<file path="config.mk">
export PLATFORM = sky130hd
export DESIGN_NAME = gol_row_engine_flat
export DESIGN_NICKNAME = d
export VERILOG_FILES = /design/src/rtl/gol_pkg.sv /design/src/rtl/gol_row_engine_if.sv /design/src/rtl/gol_row_step.sv /design/src/rtl/gol_row_engine.sv /design/src/flat_wrapper.sv
export SDC_FILE = /design/constraint.sdc
export NUM_CORES = 1
export LEC_CHECK = 0
export ABC_AREA = 0
export CAP_MARGIN = 20
export CELL_PAD_IN_SITES_DETAIL_PLACEMENT = 1
export CELL_PAD_IN_SITES_GLOBAL_PLACEMENT = 2
export CORE_MARGIN = 4
export CORE_UTILIZATION = 44
export CTS_BUF_LIST = sky130_fd_sc_hd__clkbuf_16
export DETAILED_ROUTE_END_ITERATION = 16
export PLACE_DENSITY_LB_ADDON = 0.3
export SYNTH_ARGS = -nofsm -noshare
export SYNTH_HDL_FRONTEND = slang
export SYNTH_SLANG_ARGS = --single-unit
</file>
<file path="constraint.sdc">
create_clock -name clk -period 8.6 [get_ports clk]
set_input_delay 1.72 -clock clk [delete_from_list [all_inputs] [get_ports clk]]
set_output_delay 1.72 -clock clk [all_outputs]
set_load 0.05 [all_outputs]
</file>
<file path="src/rtl/gol_pkg.sv">
// Shared types and constants for the Game-of-Life row-serial engine.
package gol_pkg;

    localparam int unsigned RULE_W = 9;
    localparam int unsigned NBR_W  = 4;

    typedef logic [RULE_W-1:0] rule_mask_t;
    typedef logic [NBR_W-1:0]  nbr_cnt_t;

    // Conway's standard rule: born with 3, survives with 2 or 3.
    localparam rule_mask_t RULE_B3  = 9'b000001000;
    localparam rule_mask_t RULE_S23 = 9'b000001100;

    typedef enum logic [2:0] {
        IDLE   = 3'd0,
        FILL   = 3'd1,
        STREAM = 3'd2,
        FLUSH  = 3'd3,
        DONE   = 3'd4
    } gol_state_e;

endpackage

</file>
<file path="src/rtl/gol_row_engine_if.sv">
// Row stream bundle: current generation in, next generation out.
interface gol_row_engine_if #(
    parameter int unsigned WIDTH = 64,
    parameter int unsigned ROW_W = 6
);
    logic             in_valid;
    logic             in_ready;
    logic [WIDTH-1:0] in_data;
    logic             out_valid;
    logic             out_ready;
    logic [WIDTH-1:0] out_data;
    logic [ROW_W-1:0] out_row;
    logic             out_last;

    // Environment side: supplies rows and sinks results.
    modport master (
        output in_valid, in_data, out_ready,
        input  in_ready, out_valid, out_data, out_row, out_last
    );

    // Engine side.
    modport slave (
        input  in_valid, in_data, out_ready,
        output in_ready, out_valid, out_data, out_row, out_last
    );
endinterface

</file>
<file path="src/rtl/gol_row_step.sv">
// Combinational next-generation evaluation of one row from its 3-row window.
// GOL_TORUS_EN selects wrap-around columns; otherwise columns past the edge are dead.
module gol_row_step
    import gol_pkg::*;
#(
    parameter int unsigned WIDTH = 64
) (
    input  logic [WIDTH-1:0] above_i,
    input  logic [WIDTH-1:0] cur_i,
    input  logic [WIDTH-1:0] below_i,
    input  rule_mask_t       birth_i,
    input  rule_mask_t       survive_i,
    output logic [WIDTH-1:0] next_c
);

    // Bit x of the result is column x-1 of the row.
    function automatic logic [WIDTH-1:0] from_west(input logic [WIDTH-1:0] r);
`ifdef GOL_TORUS_EN
        return {r[WIDTH-2:0], r[WIDTH-1]};
`else
        return {r[WIDTH-2:0], 1'b0};
`endif
    endfunction

    // Bit x of the result is column x+1 of the row.
    function automatic logic [WIDTH-1:0] from_east(input logic [WIDTH-1:0] r);
`ifdef GOL_TORUS_EN
        return {r[0], r[WIDTH-1:1]};
`else
        return {1'b0, r[WIDTH-1:1]};
`endif
    endfunction

    logic [WIDTH-1:0] a_w, a_e, c_w, c_e, b_w, b_e;

    assign a_w = from_west(above_i);
    assign a_e = from_east(above_i);
    assign c_w = from_west(cur_i);
    assign c_e = from_east(cur_i);
    assign b_w = from_west(below_i);
    assign b_e = from_east(below_i);

    // Per-column neighbour count and rule lookup.
    for (genvar x = 0; x < WIDTH; x++) begin : g_col
        nbr_cnt_t n;
        assign n = 4'(a_w[x]) + 4'(above_i[x]) + 4'(a_e[x])
                 + 4'(c_w[x])                   + 4'(c_e[x])
                 + 4'(b_w[x]) + 4'(below_i[x]) + 4'(b_e[x]);
        assign next_c[x] = cur_i[x] ? survive_i[n] : birth_i[n];
    end

endmodule

</file>
<file path="src/rtl/gol_row_engine.sv">
// Streaming Game-of-Life engine: one input row per beat, one output row per beat,
// evaluated through an above/cur/below sliding window.
// Optional macro GOL_TORUS_EN: toroidal grid (rows 0/1 are held back and row 0 is
// emitted last); undefined gives a dead border.
module gol_row_engine
    import gol_pkg::*;
#(
    parameter int unsigned WIDTH  = 64,
    parameter int unsigned HEIGHT = 48,
    parameter int unsigned GEN_W  = 16,
    parameter int unsigned ROW_W  = $clog2(HEIGHT)
) (
    input  logic              clk,
    input  logic              reset,
    input  rule_mask_t        birth_mask,
    input  rule_mask_t        survive_mask,
    gol_row_engine_if.slave   bus,
    output logic              busy,
    output logic [GEN_W-1:0]  gen_count
);

    typedef logic [WIDTH-1:0] row_t;
    localparam logic [ROW_W-1:0] LAST_ROW = ROW_W'(HEIGHT - 1);

    // Elaboration-time parameter sanity.
    if (WIDTH < 3) begin : g_bad_width
        $error("gol_row_engine: WIDTH must be at least 3");
    end
`ifdef GOL_TORUS_EN
    if (HEIGHT < 3) begin : g_bad_height
        $error("gol_row_engine: HEIGHT must be at least 3 on a torus");
    end
`else
    if (HEIGHT < 2) begin : g_bad_height
        $error("gol_row_engine: HEIGHT must be at least 2");
    end
`endif

    gol_state_e       state_q, state_d;
    row_t             above_q, above_d;
    row_t             cur_q, cur_d;
    row_t             out_data_q, out_data_d;
    logic [ROW_W-1:0] in_row_q, in_row_d;
    logic [ROW_W-1:0] out_row_q, out_row_d;
    logic             out_valid_q, out_valid_d;
    logic             out_last_q, out_last_d;
    logic [GEN_W-1:0] gen_q, gen_d;
    rule_mask_t       birth_q, birth_d;
    rule_mask_t       survive_q, survive_d;
    logic             busy_q;
    logic             ready_en_q;
`ifdef GOL_TORUS_EN
    row_t             row0_q, row0_d;
    row_t             row1_q, row1_d;
    logic             tail_q, tail_d;
`endif

    row_t             below_c;
    row_t             step_c;
    logic             out_free_c;
    logic             in_ready_c;
    logic             accept_c;

    function automatic logic [ROW_W-1:0] row_inc(input logic [ROW_W-1:0] r);
        return (r == LAST_ROW) ? '0 : r + ROW_W'(1);
    endfunction

    assign out_free_c = !out_valid_q || bus.out_ready;
    assign in_ready_c = ready_en_q && out_free_c &&
                        ((state_q == IDLE) || (state_q == FILL) || (state_q == STREAM));
    assign accept_c   = in_ready_c && bus.in_valid;

    // Below-neighbour row: the incoming row while streaming, edge row during flush.
    always_comb begin
        below_c = bus.in_data;
        if (state_q == FLUSH) begin
`ifdef GOL_TORUS_EN
            below_c = tail_q ? row1_q : row0_q;
`else
            below_c = '0;
`endif
        end
    end

    gol_row_step #(.WIDTH(WIDTH)) u_step (
        .above_i   (above_q),
        .cur_i     (cur_q),
        .below_i   (below_c),
        .birth_i   (birth_q),
        .survive_i (survive_q),
        .next_c    (step_c)
    );

    // Next-state, window shift and output register load.
    always_comb begin
        state_d     = state_q;
        above_d     = above_q;
        cur_d       = cur_q;
        out_data_d  = out_data_q;
        in_row_d    = in_row_q;
        out_row_d   = out_row_q;
        out_valid_d = out_valid_q && !bus.out_ready;
        out_last_d  = out_last_q;
        gen_d       = gen_q;
        birth_d     = birth_q;
        survive_d   = survive_q;
`ifdef GOL_TORUS_EN
        row0_d      = row0_q;
        row1_d      = row1_q;
        tail_d      = tail_q;
`endif
        case (state_q)
            IDLE: begin
                if (accept_c) begin
                    above_d   = '0;
                    cur_d     = bus.in_data;
                    birth_d   = birth_mask;
                    survive_d = survive_mask;
                    in_row_d  = row_inc(in_row_q);
`ifdef GOL_TORUS_EN
                    row0_d    = bus.in_data;
`endif
                    state_d   = FILL;
                end
            end
            FILL: begin
                if (accept_c) begin
                    above_d  = cur_q;
                    cur_d    = bus.in_data;
                    in_row_d = row_inc(in_row_q);
`ifdef GOL_TORUS_EN
                    row1_d   = bus.in_data;
                    state_d  = STREAM;
`else
                    out_data_d  = step_c;
                    out_row_d   = '0;
                    out_last_d  = 1'b0;
                    out_valid_d = 1'b1;
                    state_d     = (in_row_q == LAST_ROW) ? FLUSH : STREAM;
`endif
                end
            end
            STREAM: begin
                if (accept_c) begin
                    out_data_d  = step_c;
                    out_row_d   = in_row_q - ROW_W'(1);
                    out_last_d  = 1'b0;
                    out_valid_d = 1'b1;
                    above_d     = cur_q;
                    cur_d       = bus.in_data;
                    in_row_d    = row_inc(in_row_q);
                    if (in_row_q == LAST_ROW) begin
                        state_d = FLUSH;
                    end
                end
            end
            FLUSH: begin
                if (out_free_c) begin
                    out_data_d  = step_c;
                    out_valid_d = 1'b1;
`ifdef GOL_TORUS_EN
                    if (!tail_q) begin
                        out_row_d  = LAST_ROW;
                        out_last_d = 1'b0;
                        above_d    = cur_q;
                        cur_d      = row0_q;
                        tail_d     = 1'b1;
                    end else begin
                        out_row_d  = '0;
                        out_last_d = 1'b1;
                        tail_d     = 1'b0;
                        state_d    = DONE;
                    end
`else
                    out_row_d   = LAST_ROW;
                    out_last_d  = 1'b1;
                    state_d     = DONE;
`endif
                end
            end
            DONE: begin
                if (out_valid_q && bus.out_ready && out_last_q) begin
                    gen_d      = gen_q + GEN_W'(1);
                    out_last_d = 1'b0;
                    state_d    = IDLE;
                end
            end
            default: state_d = IDLE;
        endcase
    end

    // State, window buffers and registered outputs.
    always_ff @(posedge clk or negedge reset) begin
        if (!reset) begin
            state_q     <= IDLE;
            above_q     <= '0;
            cur_q       <= '0;
            out_data_q  <= '0;
            in_row_q    <= '0;
            out_row_q   <= '0;
            out_valid_q <= 1'b0;
            out_last_q  <= 1'b0;
            gen_q       <= '0;
            birth_q     <= '0;
            survive_q   <= '0;
            busy_q      <= 1'b0;
            ready_en_q  <= 1'b0;
`ifdef GOL_TORUS_EN
            row0_q      <= '0;
            row1_q      <= '0;
            tail_q      <= 1'b0;
`endif
        end else begin
            state_q     <= state_d;
            above_q     <= above_d;
            cur_q       <= cur_d;
            out_data_q  <= out_data_d;
            in_row_q    <= in_row_d;
            out_row_q   <= out_row_d;
            out_valid_q <= out_valid_d;
            out_last_q  <= out_last_d;
            gen_q       <= gen_d;
            birth_q     <= birth_d;
            survive_q   <= survive_d;
            busy_q      <= (state_d != IDLE);
            ready_en_q  <= 1'b1;
`ifdef GOL_TORUS_EN
            row0_q      <= row0_d;
            row1_q      <= row1_d;
            tail_q      <= tail_d;
`endif
        end
    end

    assign bus.in_ready  = in_ready_c;
    assign bus.out_valid = out_valid_q;
    assign bus.out_data  = out_data_q;
    assign bus.out_row   = out_row_q;
    assign bus.out_last  = out_last_q;
    assign busy          = busy_q;
    assign gen_count     = gen_q;

endmodule

</file>
<file path="src/flat_wrapper.sv">
// flat-port wrapper written by rule: the top's interface ports become plain ports
module gol_row_engine_flat import gol_pkg::*;
#(
    parameter int unsigned WIDTH  = 64,
    parameter int unsigned HEIGHT = 48,
    parameter int unsigned GEN_W  = 16,
    parameter int unsigned ROW_W  = $clog2(HEIGHT)
)
  (clk, reset, birth_mask, survive_mask, busy, gen_count, bus_in_valid, bus_in_data, bus_out_ready, bus_in_ready, bus_out_valid, bus_out_data, bus_out_row, bus_out_last);
  gol_row_engine_if #(.WIDTH(WIDTH), .ROW_W(ROW_W)) bus_i ();
  input  logic clk;
  input  logic reset;
  input  rule_mask_t birth_mask;
  input  rule_mask_t survive_mask;
  output logic busy;
  output logic [GEN_W-1:0] gen_count;
  input wire logic [$bits(bus_i.in_valid)-1:0] bus_in_valid;
  input wire logic [$bits(bus_i.in_data)-1:0] bus_in_data;
  input wire logic [$bits(bus_i.out_ready)-1:0] bus_out_ready;
  output wire logic [$bits(bus_i.in_ready)-1:0] bus_in_ready;
  output wire logic [$bits(bus_i.out_valid)-1:0] bus_out_valid;
  output wire logic [$bits(bus_i.out_data)-1:0] bus_out_data;
  output wire logic [$bits(bus_i.out_row)-1:0] bus_out_row;
  output wire logic [$bits(bus_i.out_last)-1:0] bus_out_last;
  assign bus_i.in_valid = bus_in_valid;
  assign bus_i.in_data = bus_in_data;
  assign bus_i.out_ready = bus_out_ready;
  assign bus_in_ready = bus_i.in_ready;
  assign bus_out_valid = bus_i.out_valid;
  assign bus_out_data = bus_i.out_data;
  assign bus_out_row = bus_i.out_row;
  assign bus_out_last = bus_i.out_last;
  gol_row_engine #(.WIDTH(WIDTH), .HEIGHT(HEIGHT), .GEN_W(GEN_W), .ROW_W(ROW_W)) u_core (.clk(clk), .reset(reset), .birth_mask(birth_mask), .survive_mask(survive_mask), .bus(bus_i), .busy(busy), .gen_count(gen_count));
endmodule
</file>
# After elaboration in Yosys (flattened, before gate mapping)
# Cells that the tools add are included.
# word_totals
regBits	245
in_bits	86
output_inout_bits	90
elab_cells	905
# classes
addsub	444
n_lt_le_gt_ge	64
n_eq_ne	11
muxes	347
reduce_logical	26
# ops
cell	count
4-bit by 1-bit adder with 4-bit output	252
1-bit binary-select mux with 4-bit select	128
4-bit by 5-bit less-than comparator with 1-bit output (second input constant)	64
64-bit two-way mux	5
64-bit case mux with 2 select lines	2
3-bit by 1-bit adder with 4-bit output	63
1-bit two-way mux	198
2-bit by 1-bit adder with 3-bit output	63
1-bit by 1-bit adder with 2-bit output	63
6-bit two-way mux	4
3-bit two-way mux	6
6-bit case mux with 3 select lines	1
16-bit by 1-bit adder with 16-bit output (second input constant)	1
3-bit case mux with 5 select lines	1
2-bit by 1-bit != test with 1-bit output (second input constant)	6
3-bit nonzero test	3
4-bit AND reduction	2
6-bit by 1-bit adder with 6-bit output (second input constant)	1
3-bit by 2-bit equality test with 1-bit output (second input constant)	2
6-bit equality test (second input constant)	1
1-bit logical AND	6
2-bit AND reduction	3
3-bit AND reduction	2
6-bit by 1-bit subtractor with 6-bit output (second input constant)	1
10 further kinds	14

# Longest topological paths before layout
# Gate-level depths: netlist of run 1.
# depth
word_depth	12
ltp_mapped	18
depth_no_buf	15

# Cells and area by module
# From an unflattened synthesis of run 1, not the netlist that was laid out.
# unflattened
hier_cells	2859
hier_area_um2	30177.7
# modules_own_cells
module	instances	cells_each	area_each_um2	seq_area_each_um2
gol_row_step	1	1895	20259.4	0.0
gol_row_engine	1	964	9918.3	6130.9

# Worst setup path after synthesis of run 1
# OpenSTA, ideal clock, no wires.
# synth_timing
kind	input port to flip-flop
startpoint	in bus_in_data[5]
endpoint	reg u_core.out_data_q[5] (netlist: u_core.bus.out_data[5])
setup_time_ns	0.124
arrival_ns	5.370
required_ns	8.476
path_slack_ns	3.106
cell_stages	14
n_path_buf	1
path_cell_list	and2_1 fa_1 inv_1 fa_1 fa_1 inv_1 ha_1 fa_1 clkbuf_1 mux4_2 nor2b_1 nor4_1 a21oi_1 a21oi_1
# synth_via
elab_chain_cells	8
# synth_lines
element	line	source
start, declared	flat_wrapper.sv:18	input wire logic [$bits(bus_i.in_data)-1:0] bus_in_data;
64-bit two-way mux (*)	gol_row_engine.sv:76	if (state_q == FLUSH) begin
4-bit by 1-bit adder with 4-bit output (*) (2 in a row)	gol_row_step.sv:48	+ 4'(b_w[x]) + 4'(below_i[x]) + 4'(b_e[x]);
1-bit binary-select mux with 4-bit select	gol_row_step.sv:49	assign next_c[x] = cur_i[x] ? survive_i[n] : birth_i[n];
1-bit two-way mux (not written as such)	gol_row_step.sv:49	
1-bit two-way mux (*)	gol_row_step.sv:49	
64-bit two-way mux, on equally long branches	gol_row_engine.sv:158, gol_row_engine.sv:127, gol_row_engine.sv:144	
64-bit case mux with 2 select lines (*)	gol_row_engine.sv:112	case (state_q)
end signal, assigned	gol_row_engine.sv:217	out_data_q <= out_data_d;
end, declared	gol_row_engine.sv:42	row_t out_data_q, out_data_d;
# Mark *: on every way between the ends. The rest lies on a longest branch, timed or not. The select of a mux whose other input is x is not followed.
# A chain may end at the register's enable or synchronous reset.

# Worst setup path in the final report of run 1
# layout_timing
startpoint	reg u_core.state_q[1]
endpoint	reg u_core.out_data_q[40] (netlist: u_core.bus.out_data[40])
# layout_via
elab_chain_cells	10
# layout_lines
element	line	source
start, declared	gol_row_engine.sv:39	gol_state_e state_q, state_d;
start signal, assigned	gol_row_engine.sv:214	state_q <= state_d;
3-bit by 2-bit equality test with 1-bit output	gol_row_engine.sv:76, gol_row_engine.sv:112	
64-bit two-way mux	gol_row_engine.sv:76	
4-bit by 1-bit adder with 4-bit output (3 in a row)	gol_row_step.sv:48	
1-bit binary-select mux with 4-bit select	gol_row_step.sv:49	
1-bit two-way mux (not written as such)	gol_row_step.sv:49	
1-bit two-way mux	gol_row_step.sv:49	
64-bit two-way mux, on equally long branches	gol_row_engine.sv:158, gol_row_engine.sv:127, gol_row_engine.sv:144	
64-bit case mux with 2 select lines	gol_row_engine.sv:112	
# Several ways; a longest one is shown, not always the timed one. The select of a mux whose other input is x is not followed.

==> results of run 1 <==
==> state kept, by name, summed over array words and instances (netlist names) <==
| signal | cells |
|---|---|
| u_core.busy | 1 |
| u_core.bus.out_last | 1 |
| u_core.ready_en_q | 1 |
| u_core.bus.out_row | 6 |
| u_core.state_q | 3 |
| u_core.birth_q | 9 |
| u_core.cur_q | 64 |
| u_core.bus.out_valid | 1 |
| u_core.in_row_q | 6 |
| u_core.gen_count | 16 |
| u_core.bus.out_data | 64 |
| u_core.above_q | 64 |
| u_core.survive_q | 9 |
==> final cells by class <==
type	instances	area, um2	area share, %
multi-input cells	2143	22260	65.84
flip-flops and latches	245	6168	18.24
repair buffers	207	2009	5.943
well taps	931	1165	3.445
inverters	278	1044	3.086
clock buffers	39	975.9	2.886
clock inverters	29	186.4	0.5514
diodes	1	2.502	0.007401
==> cells in the final DEF, fill, tap and decap left out, types with 31 or more instances in the layout <==
master,synthesis,layout
buf_4,2,31
clkbuf_16,0,39
mux4_2,258,258
o21ai_0,41,41
mux2i_1,246,246
nor4b_1,40,40
a21oi_1,99,99
ha_1,246,246
nor2_1,142,142
nand2_1,237,236
xnor2_1,71,71
fa_1,197,197
o21ai_1,84,84
nor2b_1,49,49
inv_1,278,286
nand3_1,103,103
xor2_1,50,50
clkdlybuf4s50_1,0,174
dfrtp_1,245,227
and2_1,67,66
a21o_1,63,63
==> routing by layer <==
layer  vias to the layer above  GRT usage (%)  part of all wire, %
met5                         -              0                    0
met4                         0          7.240                  2.9
met3                       188          3.429                  6.0
met2                       788          46.84                   50
met1                     12560          35.02                   42
li1                      10280              -                    -
==> final timing paths <==
kind / from / to / slack, ns / depth (start not counted)
max: u_core.state_q[1]$_DFF_PN0_ / u_core.bus.out_data[40]$_DFFE_PN0P_ / 2.49 / 15
min: u_core.gen_count[15]$_DFFE_PN0P_ / u_core.gen_count[15]$_DFFE_PN0P_ / 0.48 / 1
max reg2reg: u_core.state_q[1]$_DFF_PN0_ / u_core.bus.out_data[40]$_DFFE_PN0P_ / 2.49 / 15
min reg2reg: u_core.gen_count[15]$_DFFE_PN0P_ / u_core.gen_count[15]$_DFFE_PN0P_ / 0.48 / 1
max in group asynchronous: reset / u_core.survive_q[0]$_DFFE_PN0P_ / 6.04 / 2
min in group asynchronous: reset / u_core.cur_q[25]$_DFFE_PN0P_ / 1.12 / 1
==> through the flow <==
stage / hold WS (ns) / setup WS, ns / instances
final: 0.4788 / 2.488 / 3873
after global routing: 0.5115 / 2.316 / 3872
after CTS: 0.4776 / 2.467 / 3872
after detailed placement: 0.4593 / 2.451 / 3804
after global placement: 0.4578 / 2.481 / 3804
after floorplan: 0.4453 / 3.106 / 2942
==> critical path: stages (launching register included) <==
cell	delay [ns]
dfrtp_1	0.57
nor2b_1	0.48
and2_2	1.00
buf_4	0.55
nor2_1	0.13
ha_1	0.29
inv_1	0.05
fa_1	0.47
inv_1	0.05
fa_1	0.44
ha_1	0.23
fa_1	0.62
mux4_2	0.35
mux4_2	0.48
nor3_1	0.17
nor2_1	0.08
==> logic make-up (layout without fill, tap and decap cells) <==
logic type               Yosys count  after routing
AO/OA/AOI/OAI                    332            332
XOR/XNOR                         121            121
adder cells (fa/ha/maj)          444            444
buffers and inverters            554            553
flip-flops                       245            245
multiplexers                     543            543
other                              1              2
AND/OR/NAND/NOR                  702            702
==> cell usage after synthesis, types with 2 or more instances <==
| master | number |
|---|---|
| xor2_1 | 50 |
| mux4_2 | 258 |
| o31ai_1 | 3 |
| nand4_1 | 6 |
| nand3_1 | 103 |
| o21ai_0 | 41 |
| a21boi_1 | 2 |
| a21o_1 | 63 |
| mux2i_1 | 246 |
| dfrtp_1 | 245 |
| a2111oi_0 | 2 |
| and3_1 | 3 |
| nor3b_1 | 14 |
| clkbuf_1 | 220 |
| nor2b_1 | 49 |
| o21ai_1 | 84 |
| nand2_1 | 237 |
| a221o_1 | 11 |
| a21oi_1 | 99 |
| buf_2 | 43 |
| a31oi_1 | 10 |
| xnor2_1 | 71 |
| inv_1 | 278 |
| buf_1 | 7 |
| mux2_1 | 11 |
| nor4b_1 | 40 |
| nand2b_1 | 5 |
| fa_1 | 197 |
| buf_6 | 3 |
| nor3_1 | 11 |
| a32o_1 | 5 |
| mux2_2 | 28 |
| o32a_1 | 3 |
| nor2_1 | 142 |
| buf_4 | 2 |
| and2_1 | 67 |
| ha_1 | 246 |
| nor4_1 | 14 |
==> results.md, run 1 <==
### Outcome
- **outcome** finished, final reports clean

### Setup path
- **type of the worst setup path** reg2reg
- **required time worst endpoint** 9.04 ns
- **Worst EP arrival** 6.55 ns
- **critical-path maximum fanout** 32
- **Worst Setup Start Kind** register
- **Crit. End Element** register

### Synthesis
- **post-synthesis share of cell area spent on xor and xnor gates** 3.471%
- **Netlist Area Pre-Place** 30530 um2
- **proportion of netlist area held by the largest area contributor** 20.08%
- **most instantiated flip-flop cell in the synthesis netlist** dfrtp_1
- **area fraction in and, or, nand and nor cells after synthesis** 11.30%
- **post-synthesis area per instance** 10.38 um2
- **share of synthesized cell area in full adder, half adder and majority cells** 23.03%
- **number of distinct library cell variants in the gate-level netlist after synthesis** 61
- **fraction of the yosys area taken by sequential cells** 20.08%
- **number of synthesized flops with an enable pin** 0
- **number of instances in the synthesized netlist** 2942
- **cell taking the most area after synthesis** dfrtp_1
- **largest cells by area after synthesis** dfrtp_1 (20%), mux4_2 (19%), fa_1 (13%)
- **dominant combinational cell family by area after synthesis** multiplexers
- **Post-synth ARST share** 100.0%
- **multiplexer fraction of the synthesized cell area** 28.53%
- **number of synthesis warnings** 0
- **Synthesized Nets** 3471
- **post-synthesis compound-gate area fraction** 6.491%
- **#FFs+latches synth** 245

### STA
- **maximum clock frequency** 0.1636 GHz
- **final-report setup violation count** 0
- **Slew Limit Fails** 0
- **final worst path period share** 71.07%
- **accumulated negative setup slack** 0 ns
- **worst-margin pin slew** 1.185 ns
- **Worst Skew** 0.02995 ns
- **Final Hold Vio Count** 0
- **unrepaired setup endpoints after global routing** no
- **clock period minus final worst setup slack** 6.112 ns
- **remaining max-slew budget at the tightest pin** 21.03%

### Route
- **number of design-rule violations left by the first detailed-router iteration** 1632
- **# DRC** 0
- **via density per instance** 6.148
- **Routed Antenna Nets** 0
- **total detailed-routing wirelength** 98780 um
- **iteration count of the initial detailed-routing pass** 7
- **wire length per cell** 25.51 um
- **Via Count** 23810

### Die
- **Initial Util** 44.44%
- **core area** 68710 um2
- **overall die area** 73670 um2
- **horizontal die dimension** 271.4 um
- **height of the die** 271.4 um
- **number of placement rows** 96
- **num ports** 176

### Final layout
- **Layout Nets** 3441
- **post-layout utilization of the core** 49.21%
- **share of post-route cells with drive strength above 1** 13.63%
- **Layout Area Growth over Synthesis** 10.74%
- **fillers** 7450
- **finished layout cell area** 33810 um2

### Global route
- **gr usage total** 26.70%
- **wire length of the first global-routing pass** 155300 um
- **via count of the first global-routing pass** 26500
- **initial antenna violation count** 1
- **pin count of the biggest net entering global routing** 120
- **final global-route overflow total** 0

### Clocking
- **maximum clock path buffer count** 3
- **TritonCTS clock tree** yes
- **H-Tree Depth** 2
- **number of buffers inserted during clock tree synthesis** 37
- **latest clock arrival within the worst-skew pair** 0.58 ns
- **number of buffers inserted by post-CTS setup repair** 0
- **root buf cell** clkbuf_16
- **clock input transition at the sequential cells of the worst setup and hold paths** 0.05 ns
- **Post-CTS Hold Fix Bufs** 0
- **total number of clock tree sinks** 245
- **Post-CTS Resized** 0

### Placement
- **Placer Congestion** 0.8169
- **input/output buffers** 175
- **detailed placer's ending HPWL** 62920 um
- **Area after DPL** 32650 um2

### Flow run
- **MaxCap Viol Count** 0

### Min path
- **type of the most critical hold path** reg2reg

Power of run 1 is left out: the tool's default activity adds up to more than one toggle a clock period on the data nets, which glitch-free logic cannot reach.
==> run 2, diff against run 1 <==
- CORE_UTILIZATION: 44 -> 41
- clock period: 8.6 -> 5.76 ns (I/O delays scaled with it)
==> results.md, run 2 (synthesis gave the netlist of run 1 again) <==
### Placement
- **Area after DPL** 32910 um2, +0.79%
- **detailed placer's ending HPWL** 65690 um, +4.4%
- **input/output buffers** 175, unchanged
- **Placer Congestion** 0.8142, -0.33%

### Die
- **number of placement rows** 99, +3.1%
- **Initial Util** 41.64%, -2.8 points
- **overall die area** 78900 um2, +7.1%
- **horizontal die dimension** 280.9 um, +3.5%
- **num ports** 176, unchanged
- **height of the die** 280.9 um, +3.5%
- **core area** 73330 um2, +6.7%

### Setup path
- **Worst EP arrival** 5.48 ns, -1.07 ns
- **type of the worst setup path** reg2reg
- **Worst Setup Start Kind** register
- **CP Launch Point** u_core.state_q[1]$_DFF_PN0_
- **critical-path maximum fanout** 38, +19%
- **required time worst endpoint** 6.20 ns, -2.84 ns
- **worst setup slack for register-to-register paths** 0.72 ns, -1.77 ns
- **origin of the critical flop-to-flop path** u_core.state_q[1]$_DFF_PN0_
- **R2R depth** 15, unchanged
- **endpoint of the worst-slack reg-to-reg timing path** u_core.bus.out_data[11]$_DFFE_PN0P_
- **Worst setup endpoint** u_core.bus.out_data[11]$_DFFE_PN0P_
- **Crit. End Element** register

### STA
- **unrepaired setup endpoints after global routing** no
- **Final Hold Vio Count** 0, unchanged
- **remaining max-slew budget at the tightest pin** 24.78%, +3.7 points
- **Worst Skew** 0.01919 ns, -0.01076 ns
- **final-report setup violation count** 0, unchanged
- **accumulated negative setup slack** 0 ns, unchanged
- **maximum clock frequency** 0.1983 GHz, +21%
- **final worst path period share** 87.56%, +16 points
- **Slew Limit Fails** 0, unchanged
- **worst-margin pin slew** 1.128 ns, -0.05618 ns
- **clock period minus final worst setup slack** 5.043 ns, -1.069 ns

### Flow run
- **MaxCap Viol Count** 0, unchanged

### Clocking
- **TritonCTS clock tree** yes
- **total number of clock tree sinks** 245, unchanged
- **number of buffers inserted during clock tree synthesis** 36, -2.7%
- **number of buffers inserted by post-CTS setup repair** 0, unchanged
- **latest clock arrival within the worst-skew pair** 0.57 ns, about the same
- **Post-CTS Hold Fix Bufs** 0, unchanged
- **root buf cell** clkbuf_16
- **Post-CTS Resized** 0, unchanged
- **clock input transition at the sequential cells of the worst setup and hold paths** 0.05 ns, about the same
- **maximum clock path buffer count** 3, unchanged
- **H-Tree Depth** 2, unchanged

### Final layout
- **share of post-route cells with drive strength above 1** 13.98%, +0.35 points
- **most common cell after layout, fill and taps aside** inv_1
- **Layout Area Growth over Synthesis** 11.36%
- **commonest non-fill, non-tap cells in the layout** inv_1 (285), mux4_2 (258), mux2i_1 (246), ha_1 (246), nand2_1 (236)
- **Layout Nets** 3458, +0.49%
- **finished layout cell area** 34000 um2, +0.56%
- **fillers** 7958, +6.8%

### Global route
- **pin count of the biggest net entering global routing** 97, -19%
- **gr usage total** 25.61%, -1.1 points
- **via count of the first global-routing pass** 26610, +0.42%
- **wire length of the first global-routing pass** 157600 um, +1.5%
- **final global-route overflow total** 0, unchanged
- **initial antenna violation count** 4, +3

### Route
- **iteration count of the initial detailed-routing pass** 4, -3
- **Routed Antenna Nets** 0, unchanged
- **# DRC** 0, unchanged
- **via density per instance** 6.074, -1.2%
- **total detailed-routing wirelength** 100600 um, +1.9%
- **number of design-rule violations left by the first detailed-router iteration** 1644, +0.74%
- **wire length per cell** 25.69 um, +0.74%
- **Via Count** 23790, -0.080%

### Min path
- **type of the most critical hold path** reg2reg

### Outcome
- **outcome** finished, final reports clean

## run 2: cell count changes in the layout (fill, tap and decap cells not counted), sizes merged
cell / delta
diode: +3
buf: +18
clkinvlp: -2
inv: -2
clkinv: +1
clkbuf: -2
## run 2: worst min path at each step
stage	start	endpoint	slack, ns	depth (start not counted)
finish	u_core.gen_count[15]$_DFFE_PN0P_	u_core.gen_count[15]$_DFFE_PN0P_	0.47	1
global route	u_core.gen_count[15]$_DFFE_PN0P_	u_core.gen_count[15]$_DFFE_PN0P_	0.50	1
CTS	u_core.gen_count[15]$_DFFE_PN0P_	u_core.gen_count[15]$_DFFE_PN0P_	0.47	1
detailed placement	u_core.gen_count[15]$_DFFE_PN0P_	u_core.gen_count[15]$_DFFE_PN0P_	0.46	1
global placement	u_core.gen_count[15]$_DFFE_PN0P_	u_core.gen_count[15]$_DFFE_PN0P_	0.46	1
floorplan	u_core.above_q[0]$_DFFE_PN0P_	u_core.above_q[0]$_DFFE_PN0P_	0.45	2
## run 2: layer usage
layer | vias to the layer above | track usage (%) | part of all wire (%)
met5 | - | 0 | 0.015
met4 | 2 | 7.614 | 2.5
met3 | 166 | 3.381 | 5.3
met2 | 676 | 45.03 | 51
met1 | 12620 | 33.08 | 42
li1 | 10330 | - | -
## run 2: worst max-delay path, cell delays in order (launching register included)
cell and delay [ns]:
dfrtp_1 0.59, nor2b_1 0.32, and2_2 0.30, buf_12 0.29
nor2_1 0.10, ha_1 0.28, inv_1 0.06, fa_1 0.54
inv_1 0.06, fa_1 0.49, ha_1 0.24, fa_1 0.61
mux4_2 0.34, mux4_2 0.49, nor3_1 0.15, nor2_1 0.07
## run 2: metrics by stage
| stage | setup WS (ns) | std cells | hold WS [ns] | utilization, % |
|---|---|---|---|---|
| finish | 0.7168 | 3917 | 0.4692 | 46.37 |
| global route | 0.3833 | 3916 | 0.4974 | 46.37 |
| CTS | 0.6835 | 3913 | 0.4709 | 46.36 |
| detailed placement | 0.2142 | 3850 | 0.4622 | 44.87 |
| global placement | 0.2098 | 3848 | 0.4555 | 44.82 |
| floorplan | 0.8342 | 2942 | 0.4453 | - |
## run 2: cell type report
cell class | instances | area (um2) | area share [%]
Clock buffer | 37 | 925.9 | 2.723
Clock inverter | 26 | 161.4 | 0.4747
Tap cell | 959 | 1200 | 3.529
Inverter | 278 | 1044 | 3.069
Multi-Input combinational cell | 2143 | 22260 | 65.47
Timing Repair Buffer | 225 | 2245 | 6.601
Antenna cell | 4 | 10.01 | 0.02944
Sequential cell | 245 | 6156 | 18.10
Power of run 2 is left out for the same reason.
